--- src/rtl/bus_arbiter_rr.sv ---
// Round-robin owner arbiter for the shared system-bus master port, with an unused-grant watchdog.
// Latency: request sampled in cycle t gives a registered one-hot grant in cycle t+1; a one-cycle turnaround follows every release.
// Backpressure: the owner holds the bus until end/error; a grant never answered by begin is revoked after grantTimeout cycles.
module bus_arbiter_rr #(
    parameter int nrOfMasters  = 4,
    parameter int grantTimeout = 16
) (
    input  logic                           clock,
    input  logic                           reset,
    input  logic [nrOfMasters-1:0]         requestBus,
    input  logic                           beginTransactionIn,
    input  logic                           endTransactionIn,
    input  logic                           busErrorIn,
    output logic [nrOfMasters-1:0]         busGrant,
    output logic [$clog2(nrOfMasters)-1:0] grantIndex,
    output logic                           busActive,
    output logic                           timeoutError
);

    localparam int IW = $clog2(nrOfMasters);
    localparam logic [7:0] TIMER_INIT = 8'(grantTimeout - 1);
    localparam logic [nrOfMasters-1:0] ONE_HOT0 = {{(nrOfMasters-1){1'b0}}, 1'b1};
    localparam logic [IW-1:0] LAST_INIT = IW'(nrOfMasters - 1);

    typedef enum logic [1:0] {
        ST_IDLE    = 2'd0,
        ST_GRANT   = 2'd1,
        ST_ACTIVE  = 2'd2,
        ST_RELEASE = 2'd3
    } state_t;

    state_t                 state_q, state_d;
    logic [nrOfMasters-1:0] grant_q, grant_d;
    logic [IW-1:0]          index_q, index_d;
    logic [IW-1:0]          last_owner_q, last_owner_d;
    logic [7:0]             timer_q, timer_d;
    logic                   active_q, active_d;
    logic                   timeout_q, timeout_d;

    logic                   sel_vld;
    logic [IW-1:0]          sel_idx;
    logic [IW-1:0]          cand_idx;
    int                     cand;
    logic                   done_evt;

    // Walk offsets from farthest to nearest so the closest requester after lastOwner wins.
    always_comb begin
        sel_vld  = 1'b0;
        sel_idx  = '0;
        cand     = 0;
        cand_idx = '0;
        for (int k = nrOfMasters; k >= 1; k--) begin
            cand = int'(last_owner_q) + k;
            if (cand >= nrOfMasters) begin
                cand = cand - nrOfMasters;
            end
            cand_idx = IW'(cand);
            if (requestBus[cand_idx]) begin
                sel_vld = 1'b1;
                sel_idx = cand_idx;
            end
        end
    end

    assign done_evt = endTransactionIn | busErrorIn;

    always_comb begin
        state_d      = state_q;
        grant_d      = grant_q;
        index_d      = index_q;
        last_owner_d = last_owner_q;
        timer_d      = timer_q;
        active_d     = active_q;
        timeout_d    = 1'b0;
        unique case (state_q)
            ST_IDLE: begin
                grant_d = '0;
                if (sel_vld) begin
                    grant_d      = ONE_HOT0 << sel_idx;
                    index_d      = sel_idx;
                    last_owner_d = sel_idx;
                    timer_d      = TIMER_INIT;
                    state_d      = ST_GRANT;
                end
            end
            ST_GRANT: begin
                // A begin on the watchdog's last cycle still counts as a valid start.
                if (beginTransactionIn) begin
                    if (done_evt) begin
                        grant_d = '0;
                        state_d = ST_RELEASE;
                    end else begin
                        active_d = 1'b1;
                        state_d  = ST_ACTIVE;
                    end
                end else if (timer_q == 8'd0) begin
                    grant_d   = '0;
                    timeout_d = 1'b1;
                    state_d   = ST_RELEASE;
                end else begin
                    timer_d = timer_q - 8'd1;
                end
            end
            ST_ACTIVE: begin
                if (done_evt) begin
                    grant_d  = '0;
                    active_d = 1'b0;
                    state_d  = ST_RELEASE;
                end
            end
            ST_RELEASE: begin
                grant_d  = '0;
                active_d = 1'b0;
                state_d  = ST_IDLE;
            end
            default: begin
                grant_d  = '0;
                active_d = 1'b0;
                state_d  = ST_IDLE;
            end
        endcase
    end

    always_ff @(posedge clock) begin
        if (!reset) begin
            state_q      <= ST_IDLE;
            grant_q      <= '0;
            index_q      <= '0;
            last_owner_q <= LAST_INIT;
            timer_q      <= 8'd0;
            active_q     <= 1'b0;
            timeout_q    <= 1'b0;
        end else begin
            state_q      <= state_d;
            grant_q      <= grant_d;
            index_q      <= index_d;
            last_owner_q <= last_owner_d;
            timer_q      <= timer_d;
            active_q     <= active_d;
            timeout_q    <= timeout_d;
        end
    end

    assign busGrant     = grant_q;
    assign grantIndex   = index_q;
    assign busActive    = active_q;
    assign timeoutError = timeout_q;

endmodule

--- config.mk ---
export PLATFORM = sky130hd
export DESIGN_NAME = bus_arbiter_rr
export DESIGN_NICKNAME = d
export VERILOG_FILES = /design/src/rtl/bus_arbiter_rr.sv
export SDC_FILE = /design/constraint.sdc
export NUM_CORES = 1
export LEC_CHECK = 0
export ABC_AREA = 0
export BUFFER_PORTS_ARGS = -buffer_cell sky130_fd_sc_hd__buf_4
export CAP_MARGIN = 20
export CORE_AREA = 3 3 49 51
export CTS_CLUSTER_SIZE = 14
export DETAILED_ROUTE_END_ITERATION = 7
export DIE_AREA = 0 0 52 54
export PLACE_DENSITY = 0.74
export REMOVE_ABC_BUFFERS = 1
export SYNTH_ARGS = -nofsm -noshare
export SYNTH_HDL_FRONTEND = slang
export SYNTH_SLANG_ARGS = --single-unit
export TNS_END_PERCENT = 10
--- constraint.sdc ---
create_clock -name clock -period 2.46 [get_ports clock]
set_input_delay 0 -clock clock [delete_from_list [all_inputs] [get_ports clock]]
set_output_delay 0 -clock clock [all_outputs]
set_load 0.02 [all_outputs]
# Yosys cells after proc, flatten, opt, wreduce, memory -nomap -nowiden
# Index checks and enable logic that the tools add are counted.
dict set report classes {
  mux 40
  n_addsub 9
  reduce_logical 9
  n_eq_ne 10
  bitwise 3
  magnitude_cmp 8
  shifts 1
}
# cell n
set op_table {}
lappend op_table {{$mux W2} 12}
lappend op_table {{$mux W8} 3}
lappend op_table {{$mux W4} 4}
lappend op_table {{$pmux W4 S4} 1}
lappend op_table {{$pmux W8 S2} 1}
lappend op_table {{$mux W1} 13}
lappend op_table {{$lt A2 B3 Y1 const B} 4}
lappend op_table {{$ne A2 B2 Y1 const B} 6}
lappend op_table {{$ge A3 B3 Y1 const B} 3}
lappend op_table {{$bmux W1 S2} 4}
lappend op_table {{$logic_not A8 Y1} 1}
lappend op_table {{$pmux W2 S4} 1}
lappend op_table {{$reduce_and A4 Y1} 2}
lappend op_table {{$sub A2 B1 Y2 const B} 4}
lappend op_table {{$sub A8 B1 Y8 const B} 1}
lappend op_table {{$add A2 B2 Y3 const B} 2}
lappend op_table {{$add A2 B3 Y4 const B} 1}
lappend op_table {{$eq A2 B2 Y1 const B} 2}
lappend op_table {{$ge A4 B3 Y1 const B} 1}
lappend op_table {{$shl A1 B2 Y4 const A} 1}
lappend op_table {{$add A2 B1 Y3 const B} 1}
lappend op_table {{$ne A3 B3 Y1 const B} 1}
lappend op_table {{$pmux W1 S3} 1}
lappend op_table {{$reduce_and A3 Y1} 1}
lappend op_table {{other kinds (8)} 9}
dict set report word_totals {
  register_bits 20
  input_bits 9
}

# Depth between registers and ports, before layout
# Gate-level depths: netlist of the first run.
dict set report logic_depth {
  depth_word 12
  ltp_mapped 7
  ltp_nobuf 7
}

# Least setup slack after synthesis of the first run
# OpenSTA, ideal clock, no wires.
dict set report synth_timing {
  kind {reg-to-reg}
  startpoint {register timer_q[5]}
  endpoint {register state_q[0]}
  t_required_ns 2.373
  path_buffers 0
  arrival_ns 1.835
  slack_ns 0.538
  path_stages_with_launch 6
  setup_ns 0.087
  path_cell_list {dfxtp_1 -> or4_4 -> o41ai_4 -> nand3_2 -> or4_1 -> o31ai_1}
}
dict set report synth_between {
  elab_chain_len 3
}
# item line
set synth_rtl {}
lappend synth_rtl {{start: declaration} 36} ;# logic [7:0] timer_q, timer_d;
lappend synth_rtl {{start signal: assignment} 138} ;# timer_q <= timer_d;
lappend synth_rtl {{$logic_not A8 Y1} 96} ;# end else if (timer_q == 8'd0) begin
lappend synth_rtl {{$ne A3 B3 Y1 (no source line)} -}
lappend synth_rtl {{$reduce_and A3 Y1 (no source line)} -}
lappend synth_rtl {{end signal: assignment} 134} ;# state_q <= state_d;
lappend synth_rtl {{end: declaration} 32} ;# state_t state_q, state_d;
# Every way passes these cells.
# A chain may end at the register's enable or synchronous reset.

# Worst setup path after layout of the first run
# Same ends and word-level chain as after synthesis.

==> impl_metrics.env, run 1 <==
export IMPL_status="finished clean"
export IMPL_drt_pass1_iterations=4
export IMPL_timing_final_setup_violations=0
export IMPL_die_w_um=52
export IMPL_remaining_drc_errors=0
export IMPL_initial_utilization_pct=54.6
export IMPL_timing_critical_path_slowest_cell_delay_ns=0.56
export IMPL_total_area_of_multi_input_combinational_cells_um2=641
export IMPL_fin_worst_hold_slack_ns=0.0653
export IMPL_reg2regPathDepth=5
export IMPL_post_cts_hold_buffer_count=1
export IMPL_end_kind="flop"
export IMPL_gr_usage_all_layers_pct=19.3
export IMPL_first_global_vias=916
export IMPL_tritoncts="yes"
export IMPL_grt_pass1_wl_um=4020
export IMPL_p_leak_uw=0.000532
export IMPL_layout_area_overhead_vs_synth_pct=17.8
export IMPL_routedWlPerCell_um=14.1
export IMPL_layout_core_utilization_pct=64.3
export IMPL_vdd_ir_drop_max_uv=763
export IMPL_cts_root_to_sink_buffers=2
export IMPL_clkSlewWorstSetupHoldPaths_ns=0.12
export IMPL_synth_seq_area_share_pct=37.0
export IMPL_powerDensity_mw_per_mm2=1230
export IMPL_setup_worst_path_class="flop to flop"
export IMPL_tightest_slew_ns=0.649
export IMPL_share_of_layout_cells_above_drive_strength_1_pct=16.6
export IMPL_dominantRegCellSynth="sky130_fd_sc_hd__dfxtp_1"
export IMPL_buffer_ports_inserted=16
export IMPL_post_synthesis_mean_instance_area_um2=8.52
export IMPL_synth_enable_flop_cells=0
export IMPL_route_detailed_vias_per_inst=5.77
export IMPL_cts_post_setup_buffers_inserted=0
export IMPL_number_of_nets_in_the_finished_design=161
export IMPL_fp_coreArea_mm2=0.00198
export IMPL_maxCapViolations=0
export IMPL_worst_skew_pair_late_latency_ns=0.31
export IMPL_critical_path_arrival_ns=2.32
export IMPL_met1Wirelength_um=1080
export IMPL_antenna_cells=0
export IMPL_post_route_period_util_pct=84.4
export IMPL_cts_buffers_inserted=3
export IMPL_worst_path_max_fanout=6
export IMPL_maxClockFrequency_ghz=0.482
export IMPL_top_signal_layer_used="met4"
export IMPL_async_flop_share_pct=0
export IMPL_htree_levels=1
export IMPL_max_slew_margin_pct=56.2
export IMPL_grt_start_max_net_pins=13
export IMPL_final_fill_count=186
export IMPL_drt_antenna_violating_nets=0
export IMPL_wl_um=2420
export IMPL_io_pins=17
export IMPL_cp_data_required_time_ns=2.70
export IMPL_grt_total_ovfl=0
export IMPL_postCtsResizedCells=0
export IMPL_cts_root_buf="sky130_fd_sc_hd__clkbuf_4"
export IMPL_count_of_synthesis_stage_warnings_from_yosys=0
export IMPL_setup_repair_after_global_routing_missed_its_margin="false"
export IMPL_fp_dieArea_mm2=0.00281
export IMPL_synthesis_area_mm2=0.00108
export IMPL_chipHeight_um=54
export IMPL_fp_row_count=16
export IMPL_met3RoutedLength_um=128
export IMPL_place_gp_congestion=0.795
export IMPL_timing_hold_worst_path_depth=3
export IMPL_final_period_minus_worst_setup_slack_ns=2.08
export IMPL_number_of_antenna_violations_at_the_first_check_in_global_routing=0
export IMPL_report_final_slew_viol_count=0
export IMPL_total_neg_setup_slack_ns=0
export IMPL_crit_chain="or4_4 -> o41ai_4 -> nand3_2 -> or4_1 -> o31ai_1"
export IMPL_synthesis_instances=127
export IMPL_worst_setup_path_start_kind="flop"
export IMPL_met2_length_um=1170
export IMPL_via_count=992
export IMPL_place_hpwl_um=1770
export IMPL_critPathSlowestCell="sky130_fd_sc_hd__or4_4"
export IMPL_seqCellArea_um2=400
export IMPL_worst_hold_path_type="primary input to flop"
export IMPL_number_of_violations_reported_at_the_end_of_detailed_routing_iteration_0=29
export IMPL_timing_final_hold_violations=0
export IMPL_synthesis_stage_register_bit_count=20
export IMPL_tritoncts_num_sinks=20
export IMPL_yosysUniqueCellTypes=34
export IMPL_finClkSkew_ns=0.00431
[registers in the layout, summed over array words and instances, names as in the netlist]
name,count
state_q,2
timeoutError,1
busActive,1
timer_q,8
busGrant,4
last_owner_q,2
grantIndex,2
[cell usage in the layout (no fill, tap or decap), drive strengths merged, types with 4 or more instances in the layout]
| master | count |
|---|---|
| dfxtp | 20 |
| nand4 | 6 |
| ha | 6 |
| buf | 17 |
| nand2b | 5 |
| a21oi | 6 |
| clkbuf | 4 |
| inv | 7 |
| nor2 | 19 |
| nand2 | 9 |
| xor2 | 4 |
| nor4 | 4 |
| o21ai | 5 |
[cell usage after synthesis, drive strengths merged (2+ instances only)]
master	instances	share of area (%)
ha	6	6.9
mux2i	3	2.8
and2	2	1.2
a311oi	3	2.4
nand3	2	1.4
o21ai	5	2.3
nand2b	5	2.9
clkbuf	4	1.4
o41ai	2	3.4
nor3	2	0.92
nand4	6	3.5
a32o	2	1.8
nor2b	2	1.2
a211oi	3	2.1
a21oi	6	2.8
nand2	9	3.1
nor4	4	2.3
or4	2	1.7
nor2	19	6.6
xor2	4	3.2
inv	7	2.4
dfxtp	20	37
[per-layer routing]
| layer | vias to the layer above | GRT usage [%] |
|---|---|---|
| met5 | - | 0 |
| met4 | 0 | 9.17 |
| met3 | 5 | 2.49 |
| met2 | 31 | 32.8 |
| met1 | 459 | 24.0 |
| li1 | 497 | - |
[through the flow]
stage	worst slack [ns]	cells	area (um2)	total power, uW
floorplan	0.538	123	1070	1140
global placement	0.459	167	1230	1340
detailed placement	0.409	167	1230	1370
CTS	0.388	172	1270	1570
global route	0.239	172	1270	1690
finish	0.384	172	1270	1570
[layout make-up]
cell class / instances / area share, %
Inverter: 7 / 2.06
Timing Repair Buffer: 18 / 10.8
Tap cell: 27 / 2.65
Multi-Input combinational cell: 96 / 50.2
Clock buffer: 4 / 2.85
Sequential cell: 20 / 31.4
[cells by family after synthesis]
kind of cell | synth area share, %
buffers and inverters | 3.82
AOI/OAI and AO/OA | 19.2
and+or+nand+nor | 27.1
muxes | 2.77
DFF | 37.0
adders and majority gates | 6.94
xor gates and xnor gates | 3.24
[final timing paths]
kind | start | end | slack (ns)
hold / removal | beginTransactionIn | timeoutError | 0.07
setup / recovery | timer_q[5] | state_q[0] | 0.38
hold reg to reg | grantIndex[1] | grantIndex[1] | 0.46
setup reg to reg | timer_q[5] | state_q[0] | 0.38
[report_power, final]
group          internal [uW]  leakage, uW  switching, uW
logic                    353     0.000346            450
clock network           90.6    0.0000210            109
registers                440     0.000165            129
[critical path, delay by kind of cell, from the launching register on]
kind,cells,cell delay [ns]
flops,1,0.36
simple gates,3,1.19
compound gates,2,0.46
Note: power is estimated with default switching activity, not from simulation.
==> run 2, diff against run 1 <==
==> constraint.sdc (replaced) <==
create_clock -name clock -period 2 [get_ports clock]
set_input_delay 0 -clock clock [delete_from_list [all_inputs] [get_ports clock]]
set_output_delay 0 -clock clock [all_outputs]
set_load 0.02 [all_outputs]
==> run 2 against run 1 <==
Effect of this change:
- die area did not move
- largest cell class unchanged
- hold slack gained 0.0094 ns
- global-route usage grew 0.64 points
- critical path type unchanged
==> impl_metrics.env, run 2 (synthesis results as in run 1) <==
export IMPL_htree_levels=1
export IMPL_worst_hold_path_type="primary input to flop"
export IMPL_grt_pass1_wl_um=4130
export IMPL_cts_buffers_inserted=3
export IMPL_worst_skew_pair_late_latency_ns=0.30
export IMPL_number_of_nets_in_the_finished_design=168
export IMPL_worst_path_max_fanout=3
export IMPL_power_frac_comb_pct=55.0
export IMPL_register_ranked_first_by_flip_flop_count="timer_q"
export IMPL_maxCapViolations=0
export IMPL_gr_usage_all_layers_pct=19.9
export IMPL_fp_row_count=16
export IMPL_buffer_ports_inserted=16
export IMPL_internal_power_uw=1100
export IMPL_place_hpwl_um=1870
export IMPL_setup_repair_after_global_routing_missed_its_margin="true"
export IMPL_crit_chain="or4_4 -> o41ai_4 -> nand3_2 -> or4_1 -> o31ai_1"
export IMPL_report_final_slew_viol_count=0
export IMPL_timing_final_setup_violations=0
export IMPL_vdd_ir_drop_max_uv=950
export IMPL_reg2reg_setup_slack_ns=0.05
export IMPL_netSwitchingFraction_pct=43.4
export IMPL_cts_root_to_sink_buffers=2
export IMPL_layout_area_overhead_vs_synth_pct=22.2
export IMPL_critPathSlowestCell="sky130_fd_sc_hd__or4_4"
export IMPL_io_pins=17
export IMPL_detailedPlace_worstSlack_ns=0.0581
export IMPL_total_neg_setup_slack_ns=0
export IMPL_tritoncts="yes"
export IMPL_antenna_cells=0
export IMPL_maxClockFrequency_ghz=0.513
export IMPL_setup_worst_path_class="flop to flop"
export IMPL_mostFrequentLayoutCell="sky130_fd_sc_hd__buf_4"
export IMPL_end_kind="flop"
export IMPL_remaining_drc_errors=0
export IMPL_layout_core_utilization_pct=66.7
export IMPL_met3RoutedLength_um=163
export IMPL_cp_data_required_time_ns=2.22
export IMPL_number_of_violations_reported_at_the_end_of_detailed_routing_iteration_0=18
export IMPL_status="finished clean"
export IMPL_via_count=1031
export IMPL_cts_root_buf="sky130_fd_sc_hd__clkbuf_4"
export IMPL_chipHeight_um=54
export IMPL_wl_um=2400
export IMPL_setup_slack_ns=0.0507
export IMPL_drt_antenna_violating_nets=0
export IMPL_grt_start_max_net_pins=13
export IMPL_drt_pass1_iterations=4
export IMPL_top_signal_layer_used="met4"
export IMPL_post_route_period_util_pct=97.5
export IMPL_place_gp_congestion=0.806
export IMPL_grt_total_ovfl=0
export IMPL_met2_length_um=1130
export IMPL_number_of_antenna_violations_at_the_first_check_in_global_routing=0
export IMPL_critical_path_arrival_ns=2.17
export IMPL_final_period_minus_worst_setup_slack_ns=1.95
export IMPL_tightest_slew_ns=0.518
export IMPL_clkPwrFrac_pct=9.7
export IMPL_seqCellArea_um2=400
export IMPL_postPlaceCellArea_mm2=0.00128
export IMPL_fp_dieArea_mm2=0.00281
export IMPL_powerDensity_mw_per_mm2=1470
export IMPL_timing_critical_path_slowest_cell_delay_ns=0.54
export IMPL_route_detailed_vias_per_inst=5.79
export IMPL_layout_cell_area_non_filler_mm2=0.00132
export IMPL_tritoncts_num_sinks=20
export IMPL_max_slew_margin_pct=65.2
export IMPL_total_area_of_multi_input_combinational_cells_um2=649
export IMPL_finClkSkew_ns=0.00951
export IMPL_die_w_um=52
export IMPL_clkSlewWorstSetupHoldPaths_ns=0.11
export IMPL_met1Wirelength_um=1070
export IMPL_p_leak_uw=0.000562
export IMPL_switchingPower_uw=845
export IMPL_largest_register_ffs=8
export IMPL_fp_coreArea_mm2=0.00198
export IMPL_seqPwrFrac_pct=35.3
export IMPL_first_global_vias=920
export IMPL_share_of_layout_cells_above_drive_strength_1_pct=21.2
export IMPL_cts_post_setup_buffers_inserted=0
export IMPL_timing_final_hold_violations=0
export IMPL_worst_setup_path_start_kind="flop"
export IMPL_initial_utilization_pct=54.6
export IMPL_mostFrequentLayoutCells="sky130_fd_sc_hd__buf_4 (24), sky130_fd_sc_hd__dfxtp_1 (20), sky130_fd_sc_hd__nor2_1 (19)"
export IMPL_routedWlPerCell_um=13.5
export IMPL_final_fill_count=164
## run 2: cell types whose count changed in the layout (fill, tap and decap cells not counted), sizes merged
cell / before / now
buf: 17 / 24
clkbuf: 4 / 3
## run 2: timing repair
action	in CTS	in global routing
gates resized for setup	0	2
endpoints found under the hold margin	4	0
setup endpoints to repair	0	5
hold buffers	1	0
## run 2: per-stage QoR
step | total power [uW] | hold slack (ns) | instances
2_1_floorplan | 1400 | 0.0718 | 123
3_3_place_gp | 1710 | 0.237 | 174
3_5_place_dp | 1740 | 0.241 | 174
4_1_cts | 1940 | 0.0671 | 178
5_1_grt | 2110 | 0.0666 | 178
6_report | 1950 | 0.0746 | 178
## run 2: power by group through the flow
| stage | sequential [uW] | clock (uW) | combinational [uW] |
|---|---|---|---|
| 3_5_place_dp | 692 | 0 | 1050 |
| 5_1_grt | 709 | 217 | 1180 |
| 4_1_cts | 686 | 193 | 1060 |
| 3_3_place_gp | 684 | 0 | 1020 |
| 2_1_floorplan | 732 | 0 | 665 |
| 6_report | 688 | 188 | 1070 |
## run 2: cell type report
| type | count | share of cell area, % |
|---|---|---|
| multi-input cells | 96 | 49.1 |
| flip-flops and latches | 20 | 30.3 |
| repair buffers | 25 | 14.4 |
| well taps | 27 | 2.55 |
| inverters | 7 | 1.99 |
| clock buffers | 3 | 1.70 |
## run 2: worst max-delay path, delay by kind of cell (launching register included)
family	cells	cell delay, ns
AO/OA/AOI/OAI	2	0.37
flip-flops	1	0.35
AND/OR/NAND/NOR	3	1.14
## run 2: layer usage
metal	up-vias	global-route usage [%]
met4	0	7.86
li1	513	-
met2	39	32.4
met5	-	0
met1	475	25.2
met3	4	4.99
## run 2: worst paths after layout
check	startpoint	endpoint	depth (start not counted)
worst min-delay path	beginTransactionIn	timeoutError	3
worst max-delay path	timer_q[6]	state_q[0]	5
worst min register to register	grantIndex[1]	grantIndex[1]	2
worst max register to register	timer_q[6]	state_q[0]	5
